[config.mk]
export PLATFORM = sky130hd
export DESIGN_NAME = calc_key_sequencer
export DESIGN_NICKNAME = d
export VERILOG_FILES = /design/src/rtl/calc_pkg.sv /design/src/rtl/decimal_accumulator.sv /design/src/rtl/calc_key_sequencer.sv
export SDC_FILE = /design/constraint.sdc
export NUM_CORES = 1
export LEC_CHECK = 0
export BUFFER_PORTS_ARGS = -buffer_cell sky130_fd_sc_hd__buf_2
export CAP_MARGIN = 15
export CORE_UTILIZATION = 58
export DETAILED_ROUTE_END_ITERATION = 12
export GPL_ROUTABILITY_DRIVEN = 0
export PLACE_DENSITY = 0.85
export SLEW_MARGIN = 20
export SYNTH_ARGS = -nofsm -noshare
export SYNTH_HDL_FRONTEND = slang
export SYNTH_HIERARCHICAL = 1
export SYNTH_SLANG_ARGS = --single-unit
export TNS_END_PERCENT = 50
[constraint.sdc]
create_clock -name Clock -period 4.5 [get_ports Clock]
set_clock_uncertainty 0.15 [all_clocks]
set_input_delay 0.225 -clock Clock [delete_from_list [all_inputs] [get_ports Clock]]
set_output_delay 0.225 -clock Clock [all_outputs]
set_load 0.01 [all_outputs]
[src/rtl/calc_pkg.sv]
// Shared key codes, op codes and FSM encodings for the calculator key sequencer.
package calc_pkg;

    localparam int DIGIT_W = 4;

    localparam logic [2:0] OP_ADD  = 3'b000;
    localparam logic [2:0] OP_SUB  = 3'b001;
    localparam logic [2:0] OP_MUL  = 3'b010;
    localparam logic [2:0] OP_DIV  = 3'b011;
    localparam logic [2:0] OP_SHL  = 3'b100;
    localparam logic [2:0] OP_SHR  = 3'b101;
    localparam logic [2:0] OP_SAR  = 3'b110;
    localparam logic [2:0] OP_RSVD = 3'b111;

    localparam logic [4:0] KEY_DIGIT_MAX = 5'h09;
    localparam logic [4:0] KEY_EQUALS    = 5'h1E;
    localparam logic [4:0] KEY_CLEAR     = 5'h1F;

    typedef enum logic [2:0] {
        ST_ENTRY_A,
        ST_PUT_A,
        ST_ENTRY_B,
        ST_PUT_B,
        ST_SETTLE,
        ST_PUT_R,
        ST_SHOW,
        ST_CLEAR
    } state_t;

    typedef enum logic [1:0] {
        PH_SETUP,
        PH_STROBE,
        PH_HOLD
    } put_phase_t;

    function automatic logic is_digit(input logic [4:0] code);
        return code <= KEY_DIGIT_MAX;
    endfunction

    // 0x17 would map to the reserved op and is deliberately not an operator.
    function automatic logic is_operator(input logic [4:0] code);
        return (code[4:3] == 2'b10) && (code[2:0] != OP_RSVD);
    endfunction

    function automatic logic is_busy_state(input state_t s);
        return (s == ST_PUT_A) || (s == ST_PUT_B) || (s == ST_SETTLE) ||
               (s == ST_PUT_R) || (s == ST_CLEAR);
    endfunction

endpackage

[src/rtl/decimal_accumulator.sv]
// Decimal operand accumulator: acc*10+d with overflow rejection, plus load and clear.
module decimal_accumulator
    import calc_pkg::*;
#(
    parameter int N = 32
) (
    input  logic               clk_sys,
    input  logic               rst,
    input  logic               clr,
    input  logic               load,
    input  logic [N-1:0]       load_value,
    input  logic               digit_en,
    input  logic [DIGIT_W-1:0] digit,
    output logic [N-1:0]       acc,
    output logic [N-1:0]       acc_next,
    output logic               overflow
);

    logic [N+3:0] acc_ext;
    logic [N+3:0] product;
    logic         overflow_next;

    always_comb begin
        acc_ext       = {4'b0000, acc};
        // Four spare bits hold 10*(2^N-1)+9 without wrap, so any set high bit means overflow.
        product       = (acc_ext << 3) + (acc_ext << 1) + {{N{1'b0}}, digit};
        acc_next      = acc;
        overflow_next = overflow;
        if (clr) begin
            acc_next      = '0;
            overflow_next = 1'b0;
        end else if (load) begin
            acc_next = load_value;
        end else if (digit_en) begin
            if (product[N+3:N] != 4'd0) begin
                overflow_next = 1'b1;
            end else begin
                acc_next = product[N-1:0];
            end
        end
    end

    always_ff @(posedge clk_sys or posedge rst) begin
        if (rst) begin
            acc      <= '0;
            overflow <= 1'b0;
        end else begin
            acc      <= acc_next;
            overflow <= overflow_next;
        end
    end

endmodule

[src/rtl/calc_key_sequencer.sv]
// Keypad-to-arithmetic-unit sequencer: operand entry, A/B/R load strobes, settle timing, display.
// Define CALC_CHAIN_EN to let an operator in SHOW reuse the result as the next A operand.
//
// state    | meaning
// ENTRY_A  | collecting digits of operand A
// PUT_A    | setup/strobe/hold of LoadA with acc on the bus
// ENTRY_B  | collecting digits of operand B, operator may be replaced
// PUT_B    | setup/strobe/hold of LoadB with acc on the bus
// SETTLE   | SETTLE_CYCLES with Op and bus frozen for the unit's datapath
// PUT_R    | LoadR strobe
// SHOW     | Display follows Result
// CLEAR    | AuReset pulse, then back to ENTRY_A
module calc_key_sequencer
    import calc_pkg::*;
#(
    parameter int N             = 32,
    parameter int SETTLE_CYCLES = 4
) (
    input  logic         Clock,
    input  logic         Reset,
    input  logic         KeyValid,
    input  logic [4:0]   KeyCode,
    output logic         KeyReady,
    input  logic [N-1:0] Result,
    output logic [N-1:0] OperandOut,
    output logic         LoadA,
    output logic         LoadB,
    output logic         LoadR,
    output logic [2:0]   Op,
    output logic         AuReset,
    output logic [N-1:0] Display,
    output logic         Overflow,
    output logic         Busy
);

    localparam int CW = (SETTLE_CYCLES > 1) ? $clog2(SETTLE_CYCLES) : 1;
    localparam logic [CW-1:0] SETTLE_LAST = CW'(SETTLE_CYCLES - 1);

    state_t       state, state_n;
    put_phase_t   phase, phase_n;
    logic [CW-1:0] settle_cnt, settle_cnt_n;
    logic [2:0]   op_n;
    logic [N-1:0] bus_n;

    logic         key_clear, key_take, key_digit, key_oper, key_equals;
    logic         acc_clr, acc_load, acc_digit;
    logic [N-1:0] acc_load_value, acc, acc_next;

    assign key_clear  = KeyValid && (KeyCode == KEY_CLEAR);
    assign key_take   = KeyValid && KeyReady && !key_clear;
    assign key_digit  = key_take && is_digit(KeyCode);
    assign key_oper   = key_take && is_operator(KeyCode);
    assign key_equals = key_take && (KeyCode == KEY_EQUALS);

    decimal_accumulator #(.N(N)) u_acc (
        .clk_sys    (Clock),
        .rst        (Reset),
        .clr        (acc_clr),
        .load       (acc_load),
        .load_value (acc_load_value),
        .digit_en   (acc_digit),
        .digit      (KeyCode[DIGIT_W-1:0]),
        .acc        (acc),
        .acc_next   (acc_next),
        .overflow   (Overflow)
    );

    always_comb begin
        state_n        = state;
        phase_n        = phase;
        settle_cnt_n   = settle_cnt;
        op_n           = Op;
        bus_n          = OperandOut;
        acc_clr        = 1'b0;
        acc_load       = 1'b0;
        acc_load_value = '0;
        acc_digit      = 1'b0;

        if (key_clear) begin
            state_n = ST_CLEAR;
            phase_n = PH_SETUP;
            bus_n   = '0;
            acc_clr = 1'b1;
        end else begin
            case (state)
                ST_ENTRY_A: begin
                    if (key_digit) begin
                        acc_digit = 1'b1;
                    end else if (key_oper) begin
                        op_n    = KeyCode[2:0];
                        state_n = ST_PUT_A;
                        phase_n = PH_SETUP;
                        bus_n   = acc;
                    end
                end
                ST_ENTRY_B: begin
                    if (key_digit) begin
                        acc_digit = 1'b1;
                    end else if (key_oper) begin
                        op_n = KeyCode[2:0];
                    end else if (key_equals) begin
                        state_n = ST_PUT_B;
                        phase_n = PH_SETUP;
                        bus_n   = acc;
                    end
                end
                ST_PUT_A, ST_PUT_B: begin
                    case (phase)
                        PH_SETUP:  phase_n = PH_STROBE;
                        PH_STROBE: phase_n = PH_HOLD;
                        default: begin
                            acc_clr      = 1'b1;
                            phase_n      = PH_SETUP;
                            settle_cnt_n = SETTLE_LAST;
                            state_n      = (state == ST_PUT_A) ? ST_ENTRY_B : ST_SETTLE;
                        end
                    endcase
                end
                ST_SETTLE: begin
                    if (settle_cnt == '0) begin
                        state_n = ST_PUT_R;
                    end else begin
                        settle_cnt_n = settle_cnt - CW'(1);
                    end
                end
                ST_PUT_R: state_n = ST_SHOW;
                ST_SHOW: begin
                    if (key_digit) begin
                        acc_load       = 1'b1;
                        acc_load_value = {{(N-DIGIT_W){1'b0}}, KeyCode[DIGIT_W-1:0]};
                        state_n        = ST_ENTRY_A;
                    end
`ifdef CALC_CHAIN_EN
                    else if (key_oper) begin
                        op_n    = KeyCode[2:0];
                        state_n = ST_PUT_A;
                        phase_n = PH_SETUP;
                        bus_n   = Result;
                    end
`endif
                end
                ST_CLEAR: state_n = ST_ENTRY_A;
                default:  state_n = ST_ENTRY_A;
            endcase
        end
    end

    // Strobes and flags are decoded from the next state so they line up with the state they belong to.
    always_ff @(posedge Clock or posedge Reset) begin
        if (Reset) begin
            state      <= ST_ENTRY_A;
            phase      <= PH_SETUP;
            settle_cnt <= '0;
            Op         <= OP_ADD;
            OperandOut <= '0;
            LoadA      <= 1'b0;
            LoadB      <= 1'b0;
            LoadR      <= 1'b0;
            AuReset    <= 1'b0;
            Display    <= '0;
            Busy       <= 1'b0;
            KeyReady   <= 1'b1;
        end else begin
            state      <= state_n;
            phase      <= phase_n;
            settle_cnt <= settle_cnt_n;
            Op         <= op_n;
            OperandOut <= bus_n;
            LoadA      <= (state_n == ST_PUT_A) && (phase_n == PH_STROBE);
            LoadB      <= (state_n == ST_PUT_B) && (phase_n == PH_STROBE);
            LoadR      <= (state_n == ST_PUT_R);
            AuReset    <= (state_n == ST_CLEAR);
            Display    <= ((state == ST_SHOW) && (state_n == ST_SHOW)) ? Result : acc_next;
            Busy       <= is_busy_state(state_n);
            KeyReady   <= !is_busy_state(state_n);
        end
    end

endmodule
==> results of run 1 <==
cells by family (layout without fill, tap and decap cells):
kind of cell,count (synthesis),count (layout)
AOI/OAI and AO/OA,246,246
and+or+nand+nor,201,201
DFF,113,113
buffers and inverters,87,224
adders and majority gates,66,66
muxes,36,36
xor gates and xnor gates,26,26
other,1,28
routing by layer:
metal | vias to the layer above | share of wire [%] | global-route usage [%]
li1 | 3206 | - | -
met1 | 3349 | 41 | 38.92
met2 | 353 | 48 | 52.92
met3 | 74 | 6.9 | 6.977
met4 | 0 | 3.8 | 15.46
met5 | - | 0 | 0
area by class of cell:
type | instances | area share [%]
inverter | 36 | 1.495
clock buffer | 22 | 5.214
sequential | 113 | 30.46
clock inverter | 6 | 0.3772
multi-input combinational | 603 | 49.20
tap | 172 | 2.317
timing repair buffer | 160 | 10.94
stage by stage:
stage	hold WS (ps)	setup WS [ps]	utilization (%)	std cells
global route	21.93	88.37	72.42	1112
floorplan	203.9	906.6	-	803
finish	7.667	302.9	72.42	1112
global placement	197.7	465.4	65.67	1050
CTS	5.926	247.2	72.37	1112
detailed placement	201.5	310.9	65.67	1050
cell usage in the layout (no fill, tap or decap), drive strengths merged, types with 6 or more instances in the layout:
cell type,netlist,layout
nor3,10,10
a22o,33,33
nand3,33,33
clkinv,1,6
xnor2,12,12
a211oi,9,9
nand2,40,40
o21a,9,9
inv,35,34
a311oi,20,20
dlygate4sd3,0,34
a21o,10,10
conb,1,28
mux2,35,35
ha,64,64
xor2,14,14
buf,31,126
nand4,19,19
a31oi,8,8
clkbuf,20,22
o21ai,52,52
nand2b,6,6
o311a,9,9
o211ai,8,8
a21oi,52,52
and2,14,14
nor2,52,52
dfrtp,112,112
worst paths after layout:
kind | from | end | slack (ps) | cells past startpoint
setup / recovery | u_acc/acc[19] | Display[11] | 300 | 12
hold / removal | KeyCode[2] | Op[2] | 8 | 2
setup reg to reg | u_acc/acc[19] | Display[11] | 300 | 12
hold reg to reg | settle_cnt[0] | settle_cnt[0] | 330 | 1
max in group asynchronous | Reset | phase[1] | 2860 | 4
min in group asynchronous | Reset | settle_cnt[0] | 320 | 3
registers in the layout, summed over array words and instances, names as in the netlist:
signal,count
KeyReady,1
Busy,1
state,3
LoadR,1
LoadA,1
settle_cnt,2
OperandOut,32
LoadB,1
u_acc/acc,32
u_acc/overflow,1
phase,2
AuReset,1
Op,3
Display,32
where the power goes:
part	internal, mW	switching, mW	leakage, nW
Combinational	1.97	2.66	2.78
Clock	0.742	0.449	0.255
Sequential	1.45	0.396	1.45
worst reg2reg max path: stages (launching register included):
cell,delay (ps)
dfrtp_1,460
ha_1,330
ha_1,470
nand4_1,300
nor4_1,470
a221oi_1,140
o21ai_1,210
a221o_1,270
o21ba_2,310
buf_4,240
nand3_1,110
a311oi_1,450
mux2_4,230
repair_timing:
action	CTS	global route
gates resized for setup	0	2
endpoints found under the hold margin	103	0
hold buffers	34	0
setup endpoints to repair	0	2
==> metrics.cfg, run 1 <==
[power]
vdd_drop_max_uv = 382.2
power_density_nw_per_um2 = 825.9
power_mw = 7.671
cellLeakagePower_nw = 4.481

[cells_and_area]
register_area_um2 = 2829
syn_to_final_growth_pct = 19.96
diodes = 0
nets = 1037
multi_input_area_um2 = 4569
drive_gt1_share_pct = 22.77
final_area_um2 = 9288
fillers = 965

[synthesis]
netlist.area_leader.share_pct = 36.20
synth_largest_area_cell = dfrtp_1
yosys_warnings = 6
synthXorXnorAreaFrac_pct = 2.941
synth_commonest_cells = dfrtp_1, ha_1, a21oi_1
synth_seq_cells = 113
netlist_area_um2 = 7742
synth_edf_count = 0
synthMuxAreaShare_pct = 6.674
synth_area_leaders = dfrtp_1, ha_1, mux2_4, a22o_1, a21oi_1
synth_cells = 776
yosys.area_share.adder_pct = 10.86
synth-simple-area-share_pct = 13.88
syn_avg_cell_area_um2 = 9.977
async_reset_ff_share_pct = 100.0
post-synth-top-count-cell = dfrtp_1
seq_area_frac_synth_pct = 36.54
synth_cell_types = 85
synth_top_family_by_area = compound AO/OA/AOI/OAI gates
synth_compound_area_share_pct = 23.22
synth_ff_type = dfrtp_1

[worst_setup_path]
start_kind = flip-flop
crit_family = compound AO/OA/AOI/OAI gates
crit_fanout = 13
crit_path_end_kind = flip-flop
crit_required_ps = 4700
critical_path_arrival_ps = 4400
cpMaxStageDelayCell = ha_1
criticalPathCategory = flip-flop to flip-flop
crit_chain = ha_1, ha_1, nand4_1, nor4_1, a221oi_1, o21ai_1, a221o_1, o21ba_2, buf_4, nand3_1, a311oi_1, mux2_4
crit_buf_inv = 1
cp_common_cell = ha_1
cpPeakStageDelay_ps = 470

[routing]
drcViolationCount = 0
num_vias = 6982
wl_per_cell_um = 19.33
antenna_left = 0
drt_first_pass_iters = 7
routed_wl_um = 21500
viasPerCell = 6.279
drt_iter0_drc = 674

[global_route]
grtUsageTotal_pct = 31.73
grt_pass1_vias = 6856
grt_pass1_wl_um = 34600
grt_max_degree = 44
grt-ovfl-total = 0
antenna_found_initial = 0

[clocking]
insertion_delay_ps = 420
path_clk_slew_ps = 50
clock_sinks = 113
cts_buffers = 17
htree_num_levels = 4
cts_tree = built
cts_setup_buffers = 0
cts-root-buf = clkbuf_16
clock_path_buffers = 2

[die]
die_x_um = 117.5
num_rows = 41
start_util_pct = 60.37
die_area_um2 = 13810
core-area_um2 = 12820
die_y_um = 117.5
io_pins = 114

[timing]
rsz0062_at_grt = false
period_share_pct = 93.27
worst_pin_slew_ps = 886.3
clock.fmax_mhz = 238.3
hold_viol_final = 0
tns_ps = 0
drv_slew = 0
setup_violations = 0
relSlewSlack_pct = 40.77
fin_crit_ps = 4197

[job]
max-cap-violations = 0

[min_path]
hold_class = primary input to flip-flop

[placed_design]
hpwl_um = 14680
place_area_um2 = 8422
numPortBuffers = 113

[outcome]
outcome = completed

No activity file was read; power rests on OpenSTA's default activity.
==> run 2: changes to the inputs <==
RECOVER_POWER = 25   (was unset)
==> run 2 against run 1 <==
Against the previous run:
- highest routed layer unchanged
- core utilization fell by 0.088 points
- global-route usage did not move
- first-iteration DRC count fell by 4.5%
- the run now ends with max-capacitance violations, max-slew violations left
- clock-buffer cell count did not move
- flip-flop and latch count did not move
- cell count did not move
- largest power group unchanged
- worst setup slack got worse by 19 ps
- sequential power barely moved
- final area fell by 0.12%
==> metrics.cfg, run 2 (same netlist as run 1, synthesis figures left out) <==
[outcome]
outcome = complete, but fails checks
failed_checks = max-capacitance violations, max-slew violations

[global_route]
grt_pass1_wl_um = 34600
grt_pass1_vias = 6856
grt_max_degree = 44
grtUsageTotal_pct = 31.73
grt-ovfl-total = 0
antenna_found_initial = 0

[placed_design]
numPortBuffers = 113
place_ws_ps = 310.9
hpwl_um = 14680

[worst_setup_path]
critical_path_arrival_ps = 4410
start_kind = flip-flop
criticalPathCategory = flip-flop to flip-flop
crit_fanout = 13
crit_required_ps = 4700
crit_path_end_kind = flip-flop

[timing]
clock.fmax_mhz = 237.2
fin_crit_ps = 4216
setup_violations = 0
period_share_pct = 93.69
tns_ps = 0
drv_slew = 73
worst_pin_slew_ps = 2073
relSlewSlack_pct = -38.17
hold_viol_final = 0
rsz0062_at_grt = false
worst_slack_ps = 283.9

[die]
start_util_pct = 60.37
io_pins = 114
die_y_um = 117.5
die_area_um2 = 13810
die_x_um = 117.5
num_rows = 41
core-area_um2 = 12820

[routing]
antenna_left = 0
routed_wl_um = 21540
drt_first_pass_iters = 5
drcViolationCount = 0
viasPerCell = 6.261
wl_per_cell_um = 19.37
num_vias = 6962
drt_iter0_drc = 644

[cells_and_area]
syn_to_final_growth_pct = 19.81
diodes = 0
nets = 1037
register_area_um2 = 2829
final_common_cell = dfrtp_1
multi_input_area_um2 = 4569
drive_gt1_share_pct = 22.02
top_regs = Display: 32 flops, OperandOut: 32 flops, u_acc/acc: 32 flops
final_cell_mix = dfrtp_1, buf_2, ha_1, a21oi_1, nor2_1
fillers = 969

[power]
cellLeakagePower_nw = 4.453
p_comb_share_pct = 60.4
intPower_mw = 4.160
seqPwrFrac_pct = 24.0
switching_share_pct = 45.77
power_density_nw_per_um2 = 826.9
vdd_drop_max_uv = 382.9
p_sw_mw = 3.510
p_clk_share_pct = 15.5

[job]
max-cap-violations = 2

[clocking]
htree_num_levels = 4
cts_buffers = 17
cts-root-buf = clkbuf_16
clock_path_buffers = 2
path_clk_slew_ps = 50
cts_tree = built
insertion_delay_ps = 420
clock_sinks = 113

[min_path]
hold_class = primary input to flip-flop

run 2: cell count changes in the layout (fill, tap and decap cells not counted), sizes merged:
cell	delta
buf	-7
clkinvlp	+1
clkbuf	+7
clkinv	-1
run 2: layout make-up:
class                      count  share of cell area (%)
clock buffer                  22                   5.220
timing repair buffer         160                   10.83
clock inverter                 6                  0.3777
inverter                      36                   1.497
multi-input combinational    603                   49.26
sequential                   113                   30.50
tap                          172                   2.320
run 2: layer usage:
| layer | vias up | part of all wire [%] | track usage, % |
|---|---|---|---|
| met5 | - | 0 | 0 |
| met4 | 0 | 3.7 | 15.46 |
| met3 | 71 | 7.2 | 6.977 |
| met2 | 340 | 48 | 52.92 |
| met1 | 3344 | 41 | 38.92 |
| li1 | 3207 | - | - |
run 2: worst paths after layout:
path,cells past startpoint,slack [ps],end,from
max,12,280,Display[11],u_acc/acc[19]
min,2,10,Op[2],KeyCode[2]
max reg2reg,12,280,Display[11],u_acc/acc[19]
min reg2reg,1,330,settle_cnt[0],settle_cnt[0]
max in group asynchronous,4,2000,u_acc/acc[14],Reset
min in group asynchronous,3,670,settle_cnt[0],Reset
run 2: timing repair:
| action | 4_1_cts | 5_1_grt |
|---|---|---|
| endpoints found under the setup margin | 0 | 2 |
| gates resized for setup | 0 | 2 |
| setup buffers | 0 | 0 |
| hold buffers | 34 | 0 |
| endpoints found under the hold margin | 103 | 0 |
run 2: per-stage QoR:
step                      utilization [%]  total power, mW  instance area, um^2  std cells  hold slack, ps
after floorplan                         -            5.226                 7844        803           203.9
after CTS                           72.37            7.576                 9281       1112           5.926
after detailed placement            65.67            6.310                 8422       1050           201.5
after global placement              65.67            6.201                 8422       1050           197.7
final                               72.33            7.670                 9276       1112           14.49
after global routing                72.33            8.144                 9276       1112           21.93
run 2: worst max-delay path: stages (launching register included):
cell and delay, ps:
dfrtp_1 460, ha_1 330, ha_1 470, nand4_1 300, nor4_1 480, a221oi_1 140, o21ai_1 210, a221o_1 270
o21ba_2 310, buf_4 240, nand3_1 110, a311oi_1 450, mux2_4 230
run 2: power by group through the flow:
stage               Combinational (mW)  Sequential (mW)  Clock (mW)
global placement                  4.37             1.83           0
global route                      5.02             1.88        1.24
floorplan                         3.40             1.82           0
finish                            4.64             1.84        1.19
detailed placement                4.47             1.84           0
CTS                               4.54             1.83        1.20
==> run 3: changes to the inputs <==
CORE_UTILIZATION = 40   (was 58)
PLACE_DENSITY = 0.63   (was 0.85)
==> run 3 against run 2 <==
Against the previous run:
- the run still ends with max-capacitance violations, max-slew violations left
- maximum frequency rose by 0.92%
- wire length fell by 1.2%
- sequential power about the same
- global-route usage is 9.1 points lower
- combinational power about the same
- sequential share of layout area fell by 0.67 points
- critical endpoint is now Display[28]
- critical path type unchanged
- cell count increased by 8.5%
==> metrics.cfg, run 3 (same netlist as run 1, synthesis figures left out) <==
[clocking]
cts_buffers = 17
htree_num_levels = 4
cts_tree = built
clock_path_buffers = 2
cts-root-buf = clkbuf_16
insertion_delay_ps = 420
path_clk_slew_ps = 60
cts_setup_buffers = 0
clock_sinks = 113

[routing]
routed_wl_um = 21290
drt_first_pass_iters = 5
drt_iter0_drc = 335
num_vias = 6563
drcViolationCount = 0
wl_per_cell_um = 17.64
antenna_left = 0
viasPerCell = 5.437

[timing]
fin_crit_ps = 4178
drv_slew = 71
tns_ps = 0
hold_viol_final = 0
worst_pin_slew_ps = 1953
relSlewSlack_pct = -30.20
period_share_pct = 92.84
clock.fmax_mhz = 239.4
rsz0062_at_grt = false
setup_violations = 0

[worst_setup_path]
crit_path_end_kind = flip-flop
start_kind = flip-flop
criticalPathCategory = flip-flop to flip-flop
critical_path_arrival_ps = 4380
crit_fanout = 23
crit_required_ps = 4700
reg2reg_slack_ps = 320

[die]
die_area_um2 = 19920
num_rows = 50
die_x_um = 141.1
io_pins = 114
start_util_pct = 41.12
die_y_um = 141.1
core-area_um2 = 18830

[global_route]
grt_pass1_wl_um = 35000
antenna_found_initial = 0
grt-ovfl-total = 0
grt_max_degree = 52
grt_pass1_vias = 6537
grtUsageTotal_pct = 22.64

[min_path]
hold_class = primary input to flip-flop

[cells_and_area]
final_cell_mix = dfrtp_1, buf_2, ha_1, a21oi_1, nor2_1
drive_gt1_share_pct = 21.86
syn_to_final_growth_pct = 22.50
final_area_um2 = 9484
top_regs = Display: 32 flops, OperandOut: 32 flops, u_acc/acc: 32 flops
diodes = 0
fillers = 1746
register_area_um2 = 2829
multi_input_area_um2 = 4563
nets = 1040
final_common_cell = dfrtp_1

[power]
cellLeakagePower_nw = 4.489
power_density_nw_per_um2 = 822.1
power_mw = 7.796
vdd_drop_max_uv = 351.8

[outcome]
failed_checks = max-capacitance violations, max-slew violations
outcome = complete, but fails checks

[job]
max-cap-violations = 2

[placed_design]
hpwl_um = 15020
place_area_um2 = 8539
numPortBuffers = 113

-- run 3: final cells by class --
type | count | area share (%)
multi-input combinational | 603 | 48.11
clock buffer | 22 | 4.894
timing repair buffer | 163 | 10.86
inverter | 36 | 1.464
sequential | 113 | 29.83
tap | 260 | 3.430
clock inverter | 10 | 1.412
-- run 3: what timing repair did --
action / 4_1_cts / 5_1_grt
hold buffers: 36 / 0
hold endpoints to repair: 104 / 0
gates resized for setup: 0 / 1
setup endpoints to repair: 0 / 5
-- run 3: worst paths after layout --
path | start | endpoint | cells after the start
max in group asynchronous | Reset | u_acc/acc[27] | 4
max | u_acc/acc[19] | Display[28] | 12
min in group asynchronous | Reset | Display[2] | 3
max reg2reg | u_acc/acc[19] | Display[28] | 12
min reg2reg | settle_cnt[0] | settle_cnt[0] | 1
min | KeyCode[3] | u_acc/acc[3] | 4
-- run 3: report_power, final --
group | total, mW | internal, mW | leakage [nW] | switching (mW)
Combinational | 4.61 | 1.98 | 2.75 | 2.63
Clock | 1.37 | 0.895 | 0.290 | 0.472
Sequential | 1.82 | 1.45 | 1.45 | 0.371
-- run 3: critical path: stages (launching register included) --
cell and delay, ps:
dfrtp_1 440, ha_1 320, ha_1 480, nand4_1 310
nor4_1 460, a221oi_1 150, o21ai_1 230, a221o_1 280
o21ba_2 150, buf_4 280, nand3_1 180, a311oi_1 440
mux2_4 230
-- run 3: metrics by stage --
stage               util [%]  worst slack (ps)  hold WS, ps  cells
CTS                    50.44             226.9        158.2   1207
detailed placement     45.35             281.6        186.2   1139
global route           50.37             55.73        195.8   1207
floorplan                  -             906.6        203.9    803
finish                 50.37             322.3        177.2   1207
global placement       45.35             352.9        188.8   1139
-- run 3: metal layers --
metal	vias up	GRT usage, %	part of all wire (%)
met5	-	0	0
li1	3212	-	-
met2	209	36.74	47
met1	3104	29.66	47
met4	0	8.638	2.2
met3	38	4.552	4.2
